==> src/rtl/dmem_arbiter.sv <==
// Data-BRAM arbiter: CPU has absolute priority; a posted IPU write FIFO and
// accelerator reads share the remaining cycles round-robin.
module dmem_arbiter #(
   parameter int ADDR_W     = 11,
   parameter int DATA_W     = 16,
   parameter int FIFO_DEPTH = 4
) (
   input  logic              clk,
   input  logic              rst_n,
   input  logic              cpu_ren,
   input  logic              cpu_wren,
   input  logic [ADDR_W-1:0] cpu_addr,
   input  logic [DATA_W-1:0] cpu_wdata,
   output logic [DATA_W-1:0] cpu_rdata,
   input  logic              ipu_wr_valid,
   input  logic [ADDR_W-1:0] ipu_wr_addr,
   input  logic [DATA_W-1:0] ipu_wr_data,
   output logic              ipu_wr_ready,
   output logic              ipu_busy,
   input  logic              acc_rd_req,
   input  logic [ADDR_W-1:0] acc_rd_addr,
   output logic              acc_rd_gnt,
   output logic              acc_rd_valid,
   output logic [DATA_W-1:0] acc_rd_data,
   output logic              bram_en,
   output logic              bram_we,
   output logic [ADDR_W-1:0] bram_addr,
   output logic [DATA_W-1:0] bram_wdata,
   input  logic [DATA_W-1:0] bram_rdata
);

   localparam int PTR_W = (FIFO_DEPTH > 1) ? $clog2(FIFO_DEPTH) : 1;
   localparam logic [PTR_W:0] DEPTH_CNT = FIFO_DEPTH[PTR_W:0];

   typedef enum logic {RR_IPU = 1'b0, RR_ACC = 1'b1} rr_t;
   typedef enum logic [1:0] {RD_NONE, RD_CPU, RD_ACC} rd_owner_t;
   typedef enum logic [1:0] {OWN_IDLE, OWN_CPU, OWN_IPU, OWN_ACC} owner_t;

   logic [ADDR_W-1:0] fifo_addr [FIFO_DEPTH];
   logic [DATA_W-1:0] fifo_data [FIFO_DEPTH];
   logic [PTR_W-1:0]  wr_ptr;
   logic [PTR_W-1:0]  rd_ptr;
   logic [PTR_W:0]    count;

   rr_t       rr;
   rd_owner_t rd_owner;
   owner_t    owner;

   logic cpu_act;
   logic fifo_ne;
   logic push;
   logic pop;

   assign cpu_act      = cpu_ren | cpu_wren;
   assign fifo_ne      = (count != '0);
   assign ipu_wr_ready = (count != DEPTH_CNT);
   assign ipu_busy     = fifo_ne;
   assign push         = ipu_wr_valid & ipu_wr_ready;
   assign pop          = (owner == OWN_IPU);

   assign cpu_rdata    = bram_rdata;
   assign acc_rd_data  = bram_rdata;
   assign acc_rd_valid = (rd_owner == RD_ACC);

   always_comb begin
      owner = OWN_IDLE;
      if (cpu_act)
         owner = OWN_CPU;
      else if (fifo_ne && acc_rd_req)
         owner = (rr == RR_IPU) ? OWN_IPU : OWN_ACC;
      else if (fifo_ne)
         owner = OWN_IPU;
      else if (acc_rd_req)
         owner = OWN_ACC;
   end

   always_comb begin
      bram_en    = 1'b0;
      bram_we    = 1'b0;
      bram_addr  = '0;
      bram_wdata = '0;
      acc_rd_gnt = 1'b0;
      case (owner)
         OWN_CPU: begin
            // a simultaneous load+store is executed as the store
            bram_en    = 1'b1;
            bram_we    = cpu_wren;
            bram_addr  = cpu_addr;
            bram_wdata = cpu_wdata;
         end
         OWN_IPU: begin
            bram_en    = 1'b1;
            bram_we    = 1'b1;
            bram_addr  = fifo_addr[rd_ptr];
            bram_wdata = fifo_data[rd_ptr];
         end
         OWN_ACC: begin
            bram_en    = 1'b1;
            bram_addr  = acc_rd_addr;
            acc_rd_gnt = 1'b1;
         end
         default: ;
      endcase
   end

   always_ff @(posedge clk) begin
      if (push) begin
         fifo_addr[wr_ptr] <= ipu_wr_addr;
         fifo_data[wr_ptr] <= ipu_wr_data;
      end
   end

   always_ff @(posedge clk or negedge rst_n) begin
      if (!rst_n) begin
         wr_ptr   <= '0;
         rd_ptr   <= '0;
         count    <= '0;
         rr       <= RR_IPU;
         rd_owner <= RD_NONE;
      end else begin
         if (push)
            wr_ptr <= wr_ptr + 1'b1;
         if (pop)
            rd_ptr <= rd_ptr + 1'b1;
         case ({push, pop})
            2'b10:   count <= count + 1'b1;
            2'b01:   count <= count - 1'b1;
            default: ;
         endcase

         // pointer only moves on a secondary grant, never on CPU cycles
         if (owner == OWN_IPU)
            rr <= RR_ACC;
         else if (owner == OWN_ACC)
            rr <= RR_IPU;

         case (owner)
            OWN_CPU: rd_owner <= cpu_wren ? RD_NONE : RD_CPU;
            OWN_ACC: rd_owner <= RD_ACC;
            default: rd_owner <= RD_NONE;
         endcase
      end
   end

endmodule

==> config.mk <==
export PLATFORM = sky130hd
export DESIGN_NAME = dmem_arbiter
export DESIGN_NICKNAME = d
export VERILOG_FILES = /design/src/rtl/dmem_arbiter.sv
export SDC_FILE = /design/constraint.sdc
export NUM_CORES = 1
export LEC_CHECK = 0
export ABC_AREA = 0
export ABC_CLOCK_PERIOD_IN_PS = 5000
export CAP_MARGIN = 25
export CELL_PAD_IN_SITES_DETAIL_PLACEMENT = 1
export CELL_PAD_IN_SITES_GLOBAL_PLACEMENT = 1
export CORE_ASPECT_RATIO = 1.5
export CORE_MARGIN = 1.5
export CORE_UTILIZATION = 40
export DETAILED_ROUTE_END_ITERATION = 10
export GPL_TIMING_DRIVEN = 0
export PLACE_DENSITY = 0.89
export SLEW_MARGIN = 5
export SYNTH_ARGS = -nofsm -noshare
export SYNTH_HDL_FRONTEND = slang
export SYNTH_SLANG_ARGS = --single-unit
==> constraint.sdc <==
create_clock -name clk -period 5 [get_ports clk]
set_input_delay 0.5 -clock clk [delete_from_list [all_inputs] [get_ports clk]]
set_output_delay 0.5 -clock clk [all_outputs]
set_load 0.02 [all_outputs]
==> summary.md, run 1 <==
| Metric | Value |
|---|---|
| Critical Path RT | `4.50 ns` |
| CP most frequent cell | `inv_1` |
| YS warnings | `0` |
| Outcome | `complete, no violations` |
| Largest net degree at the start of global routing | `28` |
| Mean Syn Cell Area | `15.81 um2` |
| Die Span Y | `144.1 um` |
| Design area | `7461 um2` |
| Post-DP HPWL | `9093 um` |
| Slew headroom | `46.73%` |
| Area of the mapped netlist | `5311 um2` |
| Yosys cell types | `36` |
| Max-cap violations | `0` |
| Vias in the first global route | `3,749` |
| Pwr/cell area | `488.6 nW/um2` |
| Tot Pwr | `3645 uW` |
| Fin crit period | `4.195 ns` |
| Pre-CTS WS | `0.9619 ns` |
| Post-synthesis cell count | `336` |
| Lkg Pwr | `0.002879 uW` |
| TritonCTS Buffers | `17` |
| Core Area | `12,950 um2` |
| Critical path, cell by cell | `nor3_1 -> inv_1 -> o21a_1 -> inv_1 -> ha_1 -> nor2b_1 -> buf_1 -> clkbuf_1 -> a21o_1 -> clkdlybuf4s50_1` |
| Worst skew pair latency | `0.41 ns` |
| Final Slew Violations | `0` |
| R2r worst-path depth | `9` |
| WL/cell | `20.47 um` |
| FF+latch count, synth | `118` |
| Unrepaired setup endpoints after global routing | `false` |
| Worst Hold Class | `in2async` |
| Critical Path Source Type | `flip-flop` |
| WL final | `13,530 um` |
| CTS Hold Bufs | `0` |
| CTS tree | `done` |
| R2r endpoint | `count[2]$_DFFE_PN0P_` |
| Vias/cell | `5.132` |
| Vias | `3,392` |
| Finish-stage setup viols | `0` |
| Clock root buffer | `clkbuf_16` |
| Initial antenna violation count | `0` |
| Stages on the worst setup path | `10` |
| Site Rows | `51` |
| H-tree Lvls | `4` |
| Longest Clk Path Bufs | `2` |
| ANT cells | `0` |
| CP Class | `reg2out` |
| Resize count post-CTS | `0` |
| Post-CTS Setup Bufs | `0` |
| Leading area contributor after synthesis | `edfxtp_1` |
| GPL Wtd Cong | `0.7346` |
| DRC viols | `0` |
| Detailed-router iteration count before antenna repair | `5` |
| Maximum fanout along the worst path | `10` |
| Placed inst area | `6867 um2` |
| Mapped Nets | `434` |
| Final net count | `588` |
| RR Startpoint | `count[0]$_DFFE_PN0P_` |
| Area of the die | `13,990 um2` |
| Layout cells sized above 1 | `17.13%` |
| Global-route wire length before repair | `20,900 um` |
| Setup TNS | `0 ns` |
| Tightest Pin Transition | `0.7990 ns` |
| Worst R2R Setup Slack | `2.57 ns` |
| DRT iter0 DRCs | `124` |
| Sequential share of the synthesized area | `65.77%` |
| Largest delay contributor family on the critical path | `buffers and inverters` |
| GRT Total Usage | `19.99%` |
| Top cells by area, synth | `edfxtp_1 61%, mux2i_1 10%, buf_4 5.2%` |
| Hold Violations, Final | `0` |
| Fmax | `238.4 MHz` |
| Worst clock skew | `0.007903 ns` |
| CTS Sinks | `118` |
| IO buf count | `135` |
| Final period utilization | `83.90%` |
| GRT overflow | `0` |
| Die width | `97.09 um` |
| WP data arrival | `3.69 ns` |
| Clk slew on worst S/H paths | `0.05 ns` |
| Area growth syn-to-layout | `40.47%` |
| Starting density of the core | `41.00%` |
| Worst path slowest cell | `clkdlybuf4s50_1` |
| Final ANT Viol Nets | `0` |
| Synth top area share | `61.06%` |
| Crit end category | `primary output` |
| Max VDD drop | `0.2901 mV` |
| Critical path buffer and inverter count | `5` |
| Critical Path Max Stage Delay | `0.60 ns` |
| Final worst setup slack | `0.8051 ns` |
| # IOs | `152` |
==> stage by stage <==
| step | util (%) | cells | hold WS [ns] |
|---|---|---|---|
| floorplan | - | 336 | 0.2044 |
| global placement | 52.97 | 630 | 0.4742 |
| detailed placement | 53.01 | 630 | 0.4825 |
| CTS | 57.60 | 661 | 0.4220 |
| global route | 57.60 | 661 | 0.4640 |
| finish | 57.60 | 661 | 0.4193 |
==> cells by family after synthesis <==
family          share of synthesized area [%]
compound gates                          10.20
xor+xnor                               0.9894
fa+ha+maj                               2.733
buf+inv                                 7.209
flops                                   65.77
mux                                     10.67
simple gates                            2.426
==> per-layer routing <==
layer | vias to the layer above | track usage [%] | share of wire (%)
met5 | - | 0 | 0
met3 | 18 | 4.543 | 5.0
met4 | 0 | 7.323 | 1.2
met2 | 136 | 38.39 | 56
li1 | 1563 | - | -
met1 | 1675 | 21.27 | 38
==> layout by cell type, fill, tap and decap left out, types with 3 or more instances in the layout <==
master	netlist	layout
inv_1	7	7
clkdlybuf4s50_1	0	135
nor2_1	3	3
o22a_1	11	11
and3_2	0	4
bufinv_16	0	4
clkbuf_16	0	17
o21ai_0	5	5
ha_1	10	10
nor2b_1	3	3
mux2i_1	54	54
a21o_1	17	17
buf_4	37	37
a22oi_1	11	11
o22ai_2	10	10
xnor2_1	4	4
dfrtp_1	10	10
o21ai_1	7	7
clkinv_1	0	3
clkbuf_1	6	9
edfxtp_1	108	108
o22ai_1	6	6
==> sequential cells by signal (all words and copies together), names as in the netlist <==
signal / cells
fifo_data: 64
fifo_addr: 44
count: 3
rd_owner: 2
rd_ptr: 2
wr_ptr: 2
rr: 1
==> layout make-up <==
class	count	area [um2]
Inverter	7	26.28
Clock buffer	20	436.7
Tap cell	159	198.9
Fill cell	1226	5493
Multi-Input combinational cell	162	1440
Sequential cell	118	3493
Timing Repair Buffer	135	1351
Clock inverter	11	157.7
Buffer	49	356.6
==> power by group <==
group          total [uW]  internal (uW)  switching (uW)
sequential           1390           1310            78.5
combinational        1020            459             563
clock                1230            824             409
total                3650           2600            1050
==> worst max path at each step <==
stage	start	to	slack, ns
6_report	count[0]$_DFFE_PN0P_	bram_wdata[15]	0.81
3_5_place_dp	cpu_wren	bram_wdata[15]	0.96
3_3_place_gp	cpu_wren	bram_wdata[2]	1.02
5_1_grt	count[0]$_DFFE_PN0P_	bram_wdata[15]	0.57
2_1_floorplan	count[0]$_DFFE_PN0P_	bram_wdata[13]	2.28
4_1_cts	count[0]$_DFFE_PN0P_	bram_wdata[15]	0.71
==> synthesized netlist by cell type <==
| library cell | n |
|---|---|
| xor2_1 | 2 |
| fa_1 | 1 |
| o22a_1 | 11 |
| buf_4 | 37 |
| edfxtp_1 | 108 |
| nor2_1 | 3 |
| a21oi_1 | 1 |
| nor2b_1 | 3 |
| buf_1 | 1 |
| and3_1 | 4 |
| buf_6 | 2 |
| or3b_1 | 1 |
| nor3_1 | 1 |
| ha_1 | 10 |
| mux2_4 | 1 |
| o22ai_2 | 10 |
| xnor2_1 | 4 |
| nand2_1 | 2 |
| or3b_4 | 1 |
| o21ai_0 | 5 |
| and2_4 | 1 |
| mux2i_1 | 54 |
| clkbuf_1 | 6 |
| inv_1 | 7 |
| dfrtp_1 | 10 |
| o22ai_1 | 6 |
| mux2_2 | 1 |
| buf_12 | 1 |
| nand3b_1 | 2 |
| buf_2 | 2 |
| o21a_1 | 1 |
| o21ai_1 | 7 |
| and2_1 | 1 |
| nand3b_2 | 1 |
| a21o_1 | 17 |
| a22oi_1 | 11 |
(Power assumes the default switching activity.)
==> inputs of run 2 (changes only) <==
--- a/config.mk
+++ b/config.mk
@@ -6,16 +6,16 @@
 export NUM_CORES = 1
 export LEC_CHECK = 0
 export ABC_AREA = 0
-export ABC_CLOCK_PERIOD_IN_PS = 5000
+export ABC_CLOCK_PERIOD_IN_PS = 4300
 export CAP_MARGIN = 25
 export CELL_PAD_IN_SITES_DETAIL_PLACEMENT = 1
 export CELL_PAD_IN_SITES_GLOBAL_PLACEMENT = 1
 export CORE_ASPECT_RATIO = 1.5
 export CORE_MARGIN = 1.5
-export CORE_UTILIZATION = 40
+export CORE_UTILIZATION = 39
 export DETAILED_ROUTE_END_ITERATION = 10
 export GPL_TIMING_DRIVEN = 0
-export PLACE_DENSITY = 0.89
+export PLACE_DENSITY = 0.87
 export SLEW_MARGIN = 5
 export SYNTH_ARGS = -nofsm -noshare
 export SYNTH_HDL_FRONTEND = slang
==> constraint.sdc (replaced) <==
create_clock -name clk -period 4.3 [get_ports clk]
set_input_delay 0.43 -clock clk [delete_from_list [all_inputs] [get_ports clk]]
set_output_delay 0.43 -clock clk [all_outputs]
set_load 0.02 [all_outputs]
==> run 2 against run 1 <==
  * Critical endpoint is now bram_addr[2]
  * Via count is 1.3% higher
  * Clock skew down 0.0029 ns
  * Non-clock buffer count is the same
  * Worst hold slack got worse by 0.063 ns
  * Total power grew 19%
  * Largest power group unchanged
  * Largest cell class unchanged
  * Critical path type unchanged
  * Combinational power increased by 17%
  * Count of clock-buffer cells in the layout decreased by 2
  * Final cell count increased by 0.61%
==> summary.md, run 2 (synthesis results as in run 1) <==
| Metric | Value |
|---|---|
| Setup TNS | `0 ns` |
| Die Span Y | `145.9 um` |
| Commonest non-fill, non-tap cell in the layout | `clkdlybuf4s50_1` |
| Hold Violations, Final | `0` |
| Outcome | `complete, no violations` |
| GPL Wtd Cong | `0.7201` |
| WP data arrival | `3.59 ns` |
| Worst path slowest cell | `clkdlybuf4s50_1` |
| WL met3 | `773 um` |
| TritonCTS Buffers | `17` |
| CTS Hold Bufs | `0` |
| Layout cells sized above 1 | `18.29%` |
| Area growth syn-to-layout | `41.37%` |
| WL final | `13,270 um` |
| Vias | `3,437` |
| Vias in the first global route | `3,901` |
| Tot Pwr | `4321 uW` |
| DRT iter0 DRCs | `103` |
| # IOs | `152` |
| Final Core Density | `56.02%` |
| ANT cells | `0` |
| Site Rows | `52` |
| Post-DP HPWL | `9134 um` |
| Max VDD drop | `0.3392 mV` |
| IO buf count | `135` |
| Pwr/cell area | `575.5 nW/um2` |
| Longest Clk Path Bufs | `2` |
| CP Class | `reg2out` |
| Clk slew on worst S/H paths | `0.05 ns` |
| Final net count | `588` |
| Register area | `3493 um2` |
| Most frequent cells in the layout | `135 x clkdlybuf4s50_1, 108 x edfxtp_1, 54 x mux2i_1` |
| Multi-input logic area | `1440 um2` |
| Detailed-router iteration count before antenna repair | `4` |
| Global-route wire length before repair | `20,610 um` |
| CTS tree | `done` |
| H-tree Lvls | `4` |
| CTS Sinks | `118` |
| Critical Path Max Stage Delay | `0.66 ns` |
| Critical path, cell by cell | `nor3_1 -> inv_1 -> o21a_1 -> inv_1 -> ha_1 -> clkbuf_1 -> a22oi_1 -> o22a_1 -> o21ai_0 -> clkdlybuf4s50_1` |
| GRT overflow | `0` |
| Post-CTS Setup Bufs | `0` |
| Largest delay contributor family on the critical path | `buffers and inverters` |
| Biggest regs | `fifo_data (64), fifo_addr (44), count (3)` |
| Fmax | `248.5 MHz` |
| WL/cell | `19.96 um` |
| Slew headroom | `46.19%` |
| Finish-stage setup viols | `0` |
| Clock root buffer | `clkbuf_16` |
| Largest net degree at the start of global routing | `28` |
| Crit end category | `primary output` |
| Starting density of the core | `39.63%` |
| Met2 WL | `7346 um` |
| Highest Signal Layer | `met4` |
| Most flops, register | `fifo_data` |
| Worst Hold Class | `in2async` |
| Final period utilization | `93.57%` |
| Worst skew pair latency | `0.41 ns` |
| Tightest Pin Transition | `0.8071 ns` |
| GRT Total Usage | `18.95%` |
| Max-cap violations | `0` |
| Largest register FFs | `64` |
| Fillers | `1,302` |
| Min Hold Slack | `0.3563 ns` |
| Die width | `98.29 um` |
| Fin crit period | `4.024 ns` |
| Unrepaired setup endpoints after global routing | `false` |
| Worst clock skew | `0.004957 ns` |
| Critical Path RT | `3.87 ns` |
| Vias/cell | `5.168` |
| Met1 wire length | `4935 um` |
| Final Slew Violations | `0` |
| CP most frequent cell | `inv_1` |
| Critical Path Source Type | `flip-flop` |
| Core Area | `13,400 um2` |
| Area of the die | `14,340 um2` |
| Inst Count DP | `633` |
| Post-Layout Cell Count | `665` |
| Critical path buffer and inverter count | `4` |
| Lkg Pwr | `0.002895 uW` |
| Maximum fanout along the worst path | `10` |
| DRC viols | `0` |
| Final ANT Viol Nets | `0` |
| Initial antenna violation count | `0` |
==> run 2: changes by cell type in the layout (fill, tap and decap cells not counted), sizes merged <==
cell	previous run	this run
bufinv	4	5
clkbuf	26	24
clkinv	6	5
clkinvlp	1	4
==> run 2: worst reg2reg max path: stages (launching register included) <==
cell and delay [ns]:
dfrtp_1 0.44, nor3_1 0.28, inv_1 0.11, o21a_1 0.23, ha_1 0.25, ha_1 0.24, fa_1 0.40, xnor2_1 0.17
nor2_1 0.07, xor2_1 0.14
==> run 2: what timing repair did <==
item / in CTS / in global routing
endpoints found under the setup margin: 0 / 10
hold endpoints to repair: 0 / 0
gates resized for setup: 0 / 2
==> run 2: layer usage <==
metal | global-route usage, % | up-vias
met5 | 0 | -
met2 | 35.14 | 145
li1 | - | 1565
met4 | 7.535 | 0
met3 | 4.419 | 18
met1 | 20.41 | 1709
==> run 2: through the flow <==
step	worst slack [ns]	cell area (um2)
CTS	0.05306	7507
floorplan	1.649	5311
global route	0.1371	7508
finish	0.2764	7508
detailed placement	0.3662	6870
global placement	0.4167	6865
==> run 2: power breakdown <==
| part | switching [uW] | internal, uW |
|---|---|---|
| Clock | 495 | 1020 |
| Combinational | 655 | 535 |
| Sequential | 88.6 | 1530 |
==> run 2: final timing paths <==
| path | cells past startpoint | endpoint | start | slack, ns |
|---|---|---|---|---|
| worst max register to register | 9 | count[2]$_DFFE_PN0P_ | count[0]$_DFFE_PN0P_ | 1.86 |
| worst min-delay path | 1 | wr_ptr[1]$_DFFE_PN0P_ | rst_n | 0.36 |
| max in group asynchronous | 1 | count[0]$_DFFE_PN0P_ | rst_n | 3.61 |
| min in group clk | 1 | count[2]$_DFFE_PN0P_ | count[2]$_DFFE_PN0P_ | 0.51 |
| worst min register to register | 1 | count[2]$_DFFE_PN0P_ | count[2]$_DFFE_PN0P_ | 0.51 |
| worst max-delay path | 10 | bram_addr[2] | count[0]$_DFFE_PN0P_ | 0.28 |
==> run 2: final cells by class <==
class | count | share of cell area (%)
sequential | 118 | 46.53
multi-input combinational | 162 | 19.18
timing repair buffer | 135 | 18.00
clock buffer | 18 | 5.716
buffer | 49 | 4.766
clock inverter | 14 | 2.766
tap | 162 | 2.700
inverter | 7 | 0.3499
==> inputs of run 3 (changes only) <==
--- a/config.mk
+++ b/config.mk
@@ -6,16 +6,16 @@
 export NUM_CORES = 1
 export LEC_CHECK = 0
 export ABC_AREA = 0
-export ABC_CLOCK_PERIOD_IN_PS = 4300
+export ABC_CLOCK_PERIOD_IN_PS = 4850
 export CAP_MARGIN = 25
 export CELL_PAD_IN_SITES_DETAIL_PLACEMENT = 1
 export CELL_PAD_IN_SITES_GLOBAL_PLACEMENT = 1
 export CORE_ASPECT_RATIO = 1.5
 export CORE_MARGIN = 1.5
-export CORE_UTILIZATION = 39
+export CORE_UTILIZATION = 40
 export DETAILED_ROUTE_END_ITERATION = 10
 export GPL_TIMING_DRIVEN = 0
-export PLACE_DENSITY = 0.87
+export PLACE_DENSITY = 0.89
 export SLEW_MARGIN = 5
 export SYNTH_ARGS = -nofsm -noshare
 export SYNTH_HDL_FRONTEND = slang
==> constraint.sdc (replaced) <==
create_clock -name clk -period 4.85 [get_ports clk]
set_input_delay 0.485 -clock clk [delete_from_list [all_inputs] [get_ports clk]]
set_output_delay 0.485 -clock clk [all_outputs]
set_load 0.02 [all_outputs]
==> results of run 3 <==
Same layout as run 1 (identical final DEF). Status: complete, no violations.
Among the figures that moved: setup slack after placement 0.9619 ns -> 0.8419 ns; setup slack after layout 0.8051 ns -> 0.6701 ns; hold slack 0.4193 ns -> 0.4043 ns; register-to-register setup slack 2.57 ns -> 2.42 ns; total power 3645 uW -> 3758 uW; worst IR drop on VDD 0.2901 mV -> 0.2991 mV
